$ cat config.mk
export PLATFORM = sky130hd
export DESIGN_NAME = arrow_spawner_flat
export DESIGN_NICKNAME = d
export VERILOG_FILES = /design/src/rtl/arrow_spawner_if.sv /design/src/rtl/arrow_spawner.sv /design/src/flat_wrapper.sv
export SDC_FILE = /design/constraint.sdc
export NUM_CORES = 1
export LEC_CHECK = 0
export ABC_AREA = 1
export CORE_ASPECT_RATIO = 0.6
export CORE_MARGIN = 5
export CORE_UTILIZATION = 29
export DETAILED_ROUTE_END_ITERATION = 10
export PLACE_DENSITY = 0.62
export SETUP_SLACK_MARGIN = 0.4
export SYNTH_ARGS = -nofsm -noshare
export SYNTH_HDL_FRONTEND = slang
export SYNTH_SLANG_ARGS = --single-unit
$ cat constraint.sdc
create_clock -name clk -period 4.45 [get_ports clk]
set_clock_uncertainty 0.2 [all_clocks]
set_input_delay 1.1125 -clock clk [delete_from_list [all_inputs] [get_ports clk]]
set_output_delay 1.1125 -clock clk [all_outputs]
set_load 0.01 [all_outputs]
$ cat src/rtl/arrow_spawner_if.sv
// Connection bundle between the arrow wave sequencer, the raster/arrow sprite
// side and the game FSM.
interface arrow_spawner_if;
    logic        start_in;
    logic [10:0] hcount_in;
    logic [9:0]  vcount_in;
    logic        hit_player_in;
    logic        valid_out;
    logic [1:0]  direction_out;
    logic        inversed_out;
    logic [2:0]  speed_out;
    logic [7:0]  arrows_left_out;
    logic [7:0]  hits_out;
    logic        busy_out;
    logic        done_out;

    modport master (
        input  start_in, hcount_in, vcount_in, hit_player_in,
        output valid_out, direction_out, inversed_out, speed_out,
               arrows_left_out, hits_out, busy_out, done_out
    );

    modport slave (
        output start_in, hcount_in, vcount_in, hit_player_in,
        input  valid_out, direction_out, inversed_out, speed_out,
               arrows_left_out, hits_out, busy_out, done_out
    );
endinterface

$ cat src/rtl/arrow_spawner.sv
// Wave sequencer feeding the arrow sprite: paces NUM_ARROWS arrows per wave on
// frame ticks, picks LFSR directions and counts player hits.
module arrow_spawner #(
    parameter int          NUM_ARROWS      = 16,
    parameter int          LIFETIME_FRAMES = 100,
    parameter int          GAP_FRAMES      = 30,
    parameter logic [2:0]  SPEED           = 3'd4,
    parameter logic [15:0] LFSR_SEED       = 16'hACE1
) (
    input logic             clk,
    input logic             rst,
    arrow_spawner_if.master bus
);

    localparam logic [1:0] S_IDLE   = 2'd0;
    localparam logic [1:0] S_GAP    = 2'd1;
    localparam logic [1:0] S_ACTIVE = 2'd2;
    localparam logic [1:0] S_DONE   = 2'd3;

    localparam int CNT_MAX = (LIFETIME_FRAMES > GAP_FRAMES) ? LIFETIME_FRAMES : GAP_FRAMES;
    localparam int CNT_W   = (CNT_MAX > 1) ? $clog2(CNT_MAX) : 1;

    localparam logic [CNT_W-1:0] GAP_LAST  = CNT_W'(GAP_FRAMES - 1);
    localparam logic [CNT_W-1:0] LIFE_LAST = CNT_W'(LIFETIME_FRAMES - 1);
    localparam logic [7:0]       NUM_INIT  = 8'(NUM_ARROWS);
    localparam bit               EMPTY_WAVE = (NUM_ARROWS == 0);

    logic [1:0]       state,     state_nxt;
    logic [CNT_W-1:0] frame_cnt, cnt_nxt;
    logic [15:0]      lfsr;
    logic             lfsr_fb;
    logic             raw, raw_q, tick;
    logic             valid_q,   valid_nxt;
    logic [1:0]       dir_q,     dir_nxt;
    logic             inv_q,     inv_nxt;
    logic [7:0]       left_q,    left_nxt;
    logic [7:0]       hits_q,    hits_nxt;
    logic             busy_q,    busy_nxt;
    logic             done_q,    done_nxt;
    logic             clear_hits;

    // One tick per frame: only the first cycle of a held (0,0) position counts.
    assign raw     = (bus.hcount_in == 11'd0) && (bus.vcount_in == 10'd0);
    assign tick    = raw && !raw_q;
    assign lfsr_fb = lfsr[0] ^ lfsr[2] ^ lfsr[3] ^ lfsr[5];

    assign bus.valid_out       = valid_q;
    assign bus.direction_out   = dir_q;
    assign bus.inversed_out    = inv_q;
    assign bus.speed_out       = SPEED;
    assign bus.arrows_left_out = left_q;
    assign bus.hits_out        = hits_q;
    assign bus.busy_out        = busy_q;
    assign bus.done_out        = done_q;

    always_comb begin
        state_nxt  = state;
        cnt_nxt    = frame_cnt;
        valid_nxt  = valid_q;
        dir_nxt    = dir_q;
        inv_nxt    = inv_q;
        left_nxt   = left_q;
        busy_nxt   = busy_q;
        done_nxt   = done_q;
        clear_hits = 1'b0;

        case (state)
            S_IDLE, S_DONE: begin
                if (bus.start_in) begin
                    clear_hits = 1'b1;
                    cnt_nxt    = '0;
                    if (EMPTY_WAVE) begin
                        state_nxt = S_DONE;
                        left_nxt  = 8'd0;
                        busy_nxt  = 1'b0;
                        done_nxt  = 1'b1;
                    end else begin
                        state_nxt = S_GAP;
                        left_nxt  = NUM_INIT;
                        busy_nxt  = 1'b1;
                        done_nxt  = 1'b0;
                    end
                end
            end

            S_GAP: begin
                if (tick) begin
                    if (frame_cnt == GAP_LAST) begin
                        state_nxt = S_ACTIVE;
                        cnt_nxt   = '0;
                        valid_nxt = 1'b1;
                        dir_nxt   = lfsr[1:0];
                        inv_nxt   = lfsr[2];
                    end else begin
                        cnt_nxt = frame_cnt + 1'b1;
                    end
                end
            end

            S_ACTIVE: begin
                // The last arrow of the wave goes straight to DONE, skipping its trailing gap.
                if (tick) begin
                    if (frame_cnt == LIFE_LAST) begin
                        valid_nxt = 1'b0;
                        left_nxt  = left_q - 8'd1;
                        cnt_nxt   = '0;
                        if (left_q == 8'd1) begin
                            state_nxt = S_DONE;
                            busy_nxt  = 1'b0;
                            done_nxt  = 1'b1;
                        end else begin
                            state_nxt = S_GAP;
                        end
                    end else begin
                        cnt_nxt = frame_cnt + 1'b1;
                    end
                end
            end

            default: begin
                state_nxt = S_IDLE;
                valid_nxt = 1'b0;
                busy_nxt  = 1'b0;
                done_nxt  = 1'b0;
            end
        endcase
    end

    // Hits are gated by the registered valid, so the end-of-lifetime cycle still counts.
    always_comb begin
        hits_nxt = hits_q;
        if (clear_hits) begin
            hits_nxt = 8'd0;
        end else if (valid_q && bus.hit_player_in && (hits_q != 8'hFF)) begin
            hits_nxt = hits_q + 8'd1;
        end
    end

    always_ff @(posedge clk or posedge rst) begin
        if (rst) begin
            state     <= S_IDLE;
            frame_cnt <= '0;
            lfsr      <= LFSR_SEED;
            raw_q     <= 1'b0;
            valid_q   <= 1'b0;
            dir_q     <= 2'd0;
            inv_q     <= 1'b0;
            left_q    <= 8'd0;
            hits_q    <= 8'd0;
            busy_q    <= 1'b0;
            done_q    <= 1'b0;
        end else begin
            state     <= state_nxt;
            frame_cnt <= cnt_nxt;
            lfsr      <= {lfsr_fb, lfsr[15:1]};
            raw_q     <= raw;
            valid_q   <= valid_nxt;
            dir_q     <= dir_nxt;
            inv_q     <= inv_nxt;
            left_q    <= left_nxt;
            hits_q    <= hits_nxt;
            busy_q    <= busy_nxt;
            done_q    <= done_nxt;
        end
    end

endmodule
$ cat src/flat_wrapper.sv
// flat-port wrapper written by rule: the top's interface ports become plain ports
module arrow_spawner_flat 
#(
    parameter int          NUM_ARROWS      = 16,
    parameter int          LIFETIME_FRAMES = 100,
    parameter int          GAP_FRAMES      = 30,
    parameter logic [2:0]  SPEED           = 3'd4,
    parameter logic [15:0] LFSR_SEED       = 16'hACE1
)
  (clk, rst, bus_start_in, bus_hcount_in, bus_vcount_in, bus_hit_player_in, bus_valid_out, bus_direction_out, bus_inversed_out, bus_speed_out, bus_arrows_left_out, bus_hits_out, bus_busy_out, bus_done_out);
  arrow_spawner_if bus_i ();
  input logic clk;
  input logic rst;
  input wire logic [$bits(bus_i.start_in)-1:0] bus_start_in;
  input wire logic [$bits(bus_i.hcount_in)-1:0] bus_hcount_in;
  input wire logic [$bits(bus_i.vcount_in)-1:0] bus_vcount_in;
  input wire logic [$bits(bus_i.hit_player_in)-1:0] bus_hit_player_in;
  output wire logic [$bits(bus_i.valid_out)-1:0] bus_valid_out;
  output wire logic [$bits(bus_i.direction_out)-1:0] bus_direction_out;
  output wire logic [$bits(bus_i.inversed_out)-1:0] bus_inversed_out;
  output wire logic [$bits(bus_i.speed_out)-1:0] bus_speed_out;
  output wire logic [$bits(bus_i.arrows_left_out)-1:0] bus_arrows_left_out;
  output wire logic [$bits(bus_i.hits_out)-1:0] bus_hits_out;
  output wire logic [$bits(bus_i.busy_out)-1:0] bus_busy_out;
  output wire logic [$bits(bus_i.done_out)-1:0] bus_done_out;
  assign bus_i.start_in = bus_start_in;
  assign bus_i.hcount_in = bus_hcount_in;
  assign bus_i.vcount_in = bus_vcount_in;
  assign bus_i.hit_player_in = bus_hit_player_in;
  assign bus_valid_out = bus_i.valid_out;
  assign bus_direction_out = bus_i.direction_out;
  assign bus_inversed_out = bus_i.inversed_out;
  assign bus_speed_out = bus_i.speed_out;
  assign bus_arrows_left_out = bus_i.arrows_left_out;
  assign bus_hits_out = bus_i.hits_out;
  assign bus_busy_out = bus_i.busy_out;
  assign bus_done_out = bus_i.done_out;
  arrow_spawner #(.NUM_ARROWS(NUM_ARROWS), .LIFETIME_FRAMES(LIFETIME_FRAMES), .GAP_FRAMES(GAP_FRAMES), .SPEED(SPEED), .LFSR_SEED(LFSR_SEED)) u_core (.clk(clk), .rst(rst), .bus(bus_i));
endmodule
==> flow_summary.ini <==
[outcome]
status = finished clean

[routing]
drtAntennaViolNets = 0
routed-via-count = 1926
drtIter0Drc = 111
route.detailed.drc = 0
wirelength_mm = 5.34
vias_per_cell = 4.29
wl_per_cell_um = 11.9
drt_first_pass_iters = 4

[pwr]
ir_drop_uv = 261
power_leakage_nw = 1.51
p_per_area_mw_per_mm2 = 483

[logic_synthesis]
yosys_warnings = 0
avgSynthCellArea_um2 = 8.68
ys_types = 33
synth_seq_area_share_pct = 48.5
synth-async-reset-ratio_pct = 100
synth-seq-cells = 48
synth_edf_count = 0
ys.flop_type = dfrtp_1
syn_area_mm2 = 0.00250
syn_inst = 288

[cts]
cts.sinks = 48
cts_buffer_depth = 2
clkLatencyLatePin_ns = 0.29
clkTransAtPathRegs_ns = 0.07
post_cts_resized = 0
numCtsBuffers = 5
postCtsSetupBuffers = 0
hold_buffers = 0
cts_tree = yes
cts_max_level = 2
cts_root_buffer = clkbuf_16

[worst_setup_path]
slowest_stage = clkdlybuf4s50_1
crit_path_end_kind = output port
required_ns = 3.14
critical-path-max-stage-delay_ns = 0.58
critPathKind = reg -> out
arrival_ns = 1.35
rrSetupSlack_ns = 2.27
cp_cell_sequence = clkdlybuf4s50_1
path_delay_family = buffers and inverters
path_buf_inv = 1
cp_max_fo = 5
start_kind = flop

[worst_hold_path]
hold_class = reg -> reg

[die]
start_util_pct = 29.5
die_area_mm2 = 0.0106
ios = 50
placementRows = 26
die_w_um = 130
die_y_um = 81.9
coreArea_mm2 = 0.00846

[grt]
antenna_found_initial = 0
grt_pass1_wl_mm = 9.52
grt-ovfl-total = 0
globalRouteTotalUtil_pct = 11.5
grt_pass1_vias = 1923
grt_max_degree = 49

[timing]
finalCritPeriodShare_pct = 59.8
hold_viol = 0
rsz0062_at_grt = false
slew_viol_final = 0
tightest_slew_ns = 0.982
timing.final.ws_setup_ns = 1.79
setup_tns_ns = 0
setup_viol = 0
slew_headroom_pct = 34.4
timing.final.crit_period_ns = 2.66
fmax_ghz = 0.376
whs_ns = 0.155

[final_layout]
area_growth_pct = 29.9
seq_area_mm2 = 0.00121
final_nets = 369
final_common_cell = nand2_1
multi_input_area_mm2 = 0.00111
stdcell_count = 449
final_area_mm2 = 0.00325
n_fill_cell = 856
most-common-layout-cells = nand2_1 (79), clkdlybuf4s50_1 (46), dfrtp_1 (40)
antenna_cells = 0
drive_gt1_share_pct = 12.2

[placement]
dp_worst_setup_slack_ns = 1.54
placed_area_mm2 = 0.00305
place_inst = 441
port_buffers = 46
routabilityCongestion = 0.861
dp_hpwl_mm = 3.94

[job]
maxCapViolCount = 0
## registers in the layout, summed over array words and instances (netlist names)
register / flops
u_core.lfsr: 16
u_core.bus.valid_out: 1
u_core.state: 2
u_core.bus.direction_out: 2
u_core.bus.hits_out: 8
u_core.bus.inversed_out: 1
u_core.bus.done_out: 1
u_core.frame_cnt: 7
u_core.bus.busy_out: 1
u_core.raw_q: 1
u_core.bus.arrows_left_out: 8
## through the flow
stage	total power (W)	utilization, %
6_report	0.00157	38.4
5_1_grt	0.00169	38.4
4_1_cts	0.00159	38.4
3_5_place_dp	0.00108	36.1
3_3_place_gp	0.00107	36.1
2_1_floorplan	0.000924	-
## path summary, 6_finish.rpt
kind / depth (start not counted) / from / to
hold / removal: 0 / u_core.lfsr[4]$_DFF_PP0_ / u_core.lfsr[3]$_DFF_PP0_
max in group asynchronous: 2 / rst / u_core.frame_cnt[5]$_DFFE_PP0P_
setup reg to reg: 7 / u_core.state[0]$_DFFE_PP0P_ / u_core.bus.arrows_left_out[5]$_DFFE_PP0P_
setup / recovery: 1 / u_core.bus.arrows_left_out[2]$_DFFE_PP0P_ / bus_arrows_left_out[2]
hold reg to reg: 0 / u_core.lfsr[4]$_DFF_PP0_ / u_core.lfsr[3]$_DFF_PP0_
min in group asynchronous: 2 / rst / u_core.lfsr[12]$_DFF_PP0_
## cell families (layout without fill, tap and decap cells)
logic type	Yosys count	after routing	share of synthesized area, %
other	2	3	0.301
buffers and inverters	40	88	7.11
DFF	48	48	48.5
AOI/OAI and AO/OA	26	26	6.96
xor gates and xnor gates	14	14	4.91
adders and majority gates	8	8	4.01
and+or+nand+nor	150	150	28.2
## cell type report
cell class	count	share of cell area, %
well taps	112	4.32
clock buffers	5	3.85
multi-input cells	201	34.3
clock inverters	3	2.12
flip-flops and latches	48	37.3
repair buffers	46	14.2
inverters	34	3.93
## per-layer routing
layer	vias to the layer above	global-route usage (%)	wire, um
li1	1006	-	-
met1	882	16.8	2860
met2	30	15.9	2140
met3	8	3.64	256
met4	0	4.05	85
met5	-	0	0
## synthesized netlist by cell type (2+ instances only)
cell / count / area [um2]
o21ai_2: 4 / 35.0
o21ai_0: 10 / 50.1
nand4_1: 10 / 62.6
nand2_1: 79 / 297
xor2_1: 8 / 70.1
nand3_2: 3 / 30.0
o21ai_1: 3 / 15.0
nand3_1: 19 / 95.1
conb_1: 2 / 7.51
a21oi_2: 2 / 17.5
dfrtp_1: 40 / 1000
nor2_1: 27 / 101
buf_4: 3 / 22.5
o31ai_1: 2 / 15.0
a21oi_1: 3 / 15.0
ha_1: 8 / 100
inv_1: 30 / 113
inv_2: 3 / 11.3
buf_6: 2 / 22.5
dfstp_2: 8 / 210
nand2_2: 3 / 18.8
nand2_4: 3 / 33.8
xnor2_1: 6 / 52.6
## power breakdown
group / internal, W / leakage, nW / switching (W)
clock: 0.000324 / 0.0944 / 0.000172
combinational: 0.000204 / 0.791 / 0.000329
sequential: 0.000485 / 0.625 / 0.0000536
total: 0.00101 / 1.51 / 0.000555
Note: power is estimated with default switching activity, not from simulation.
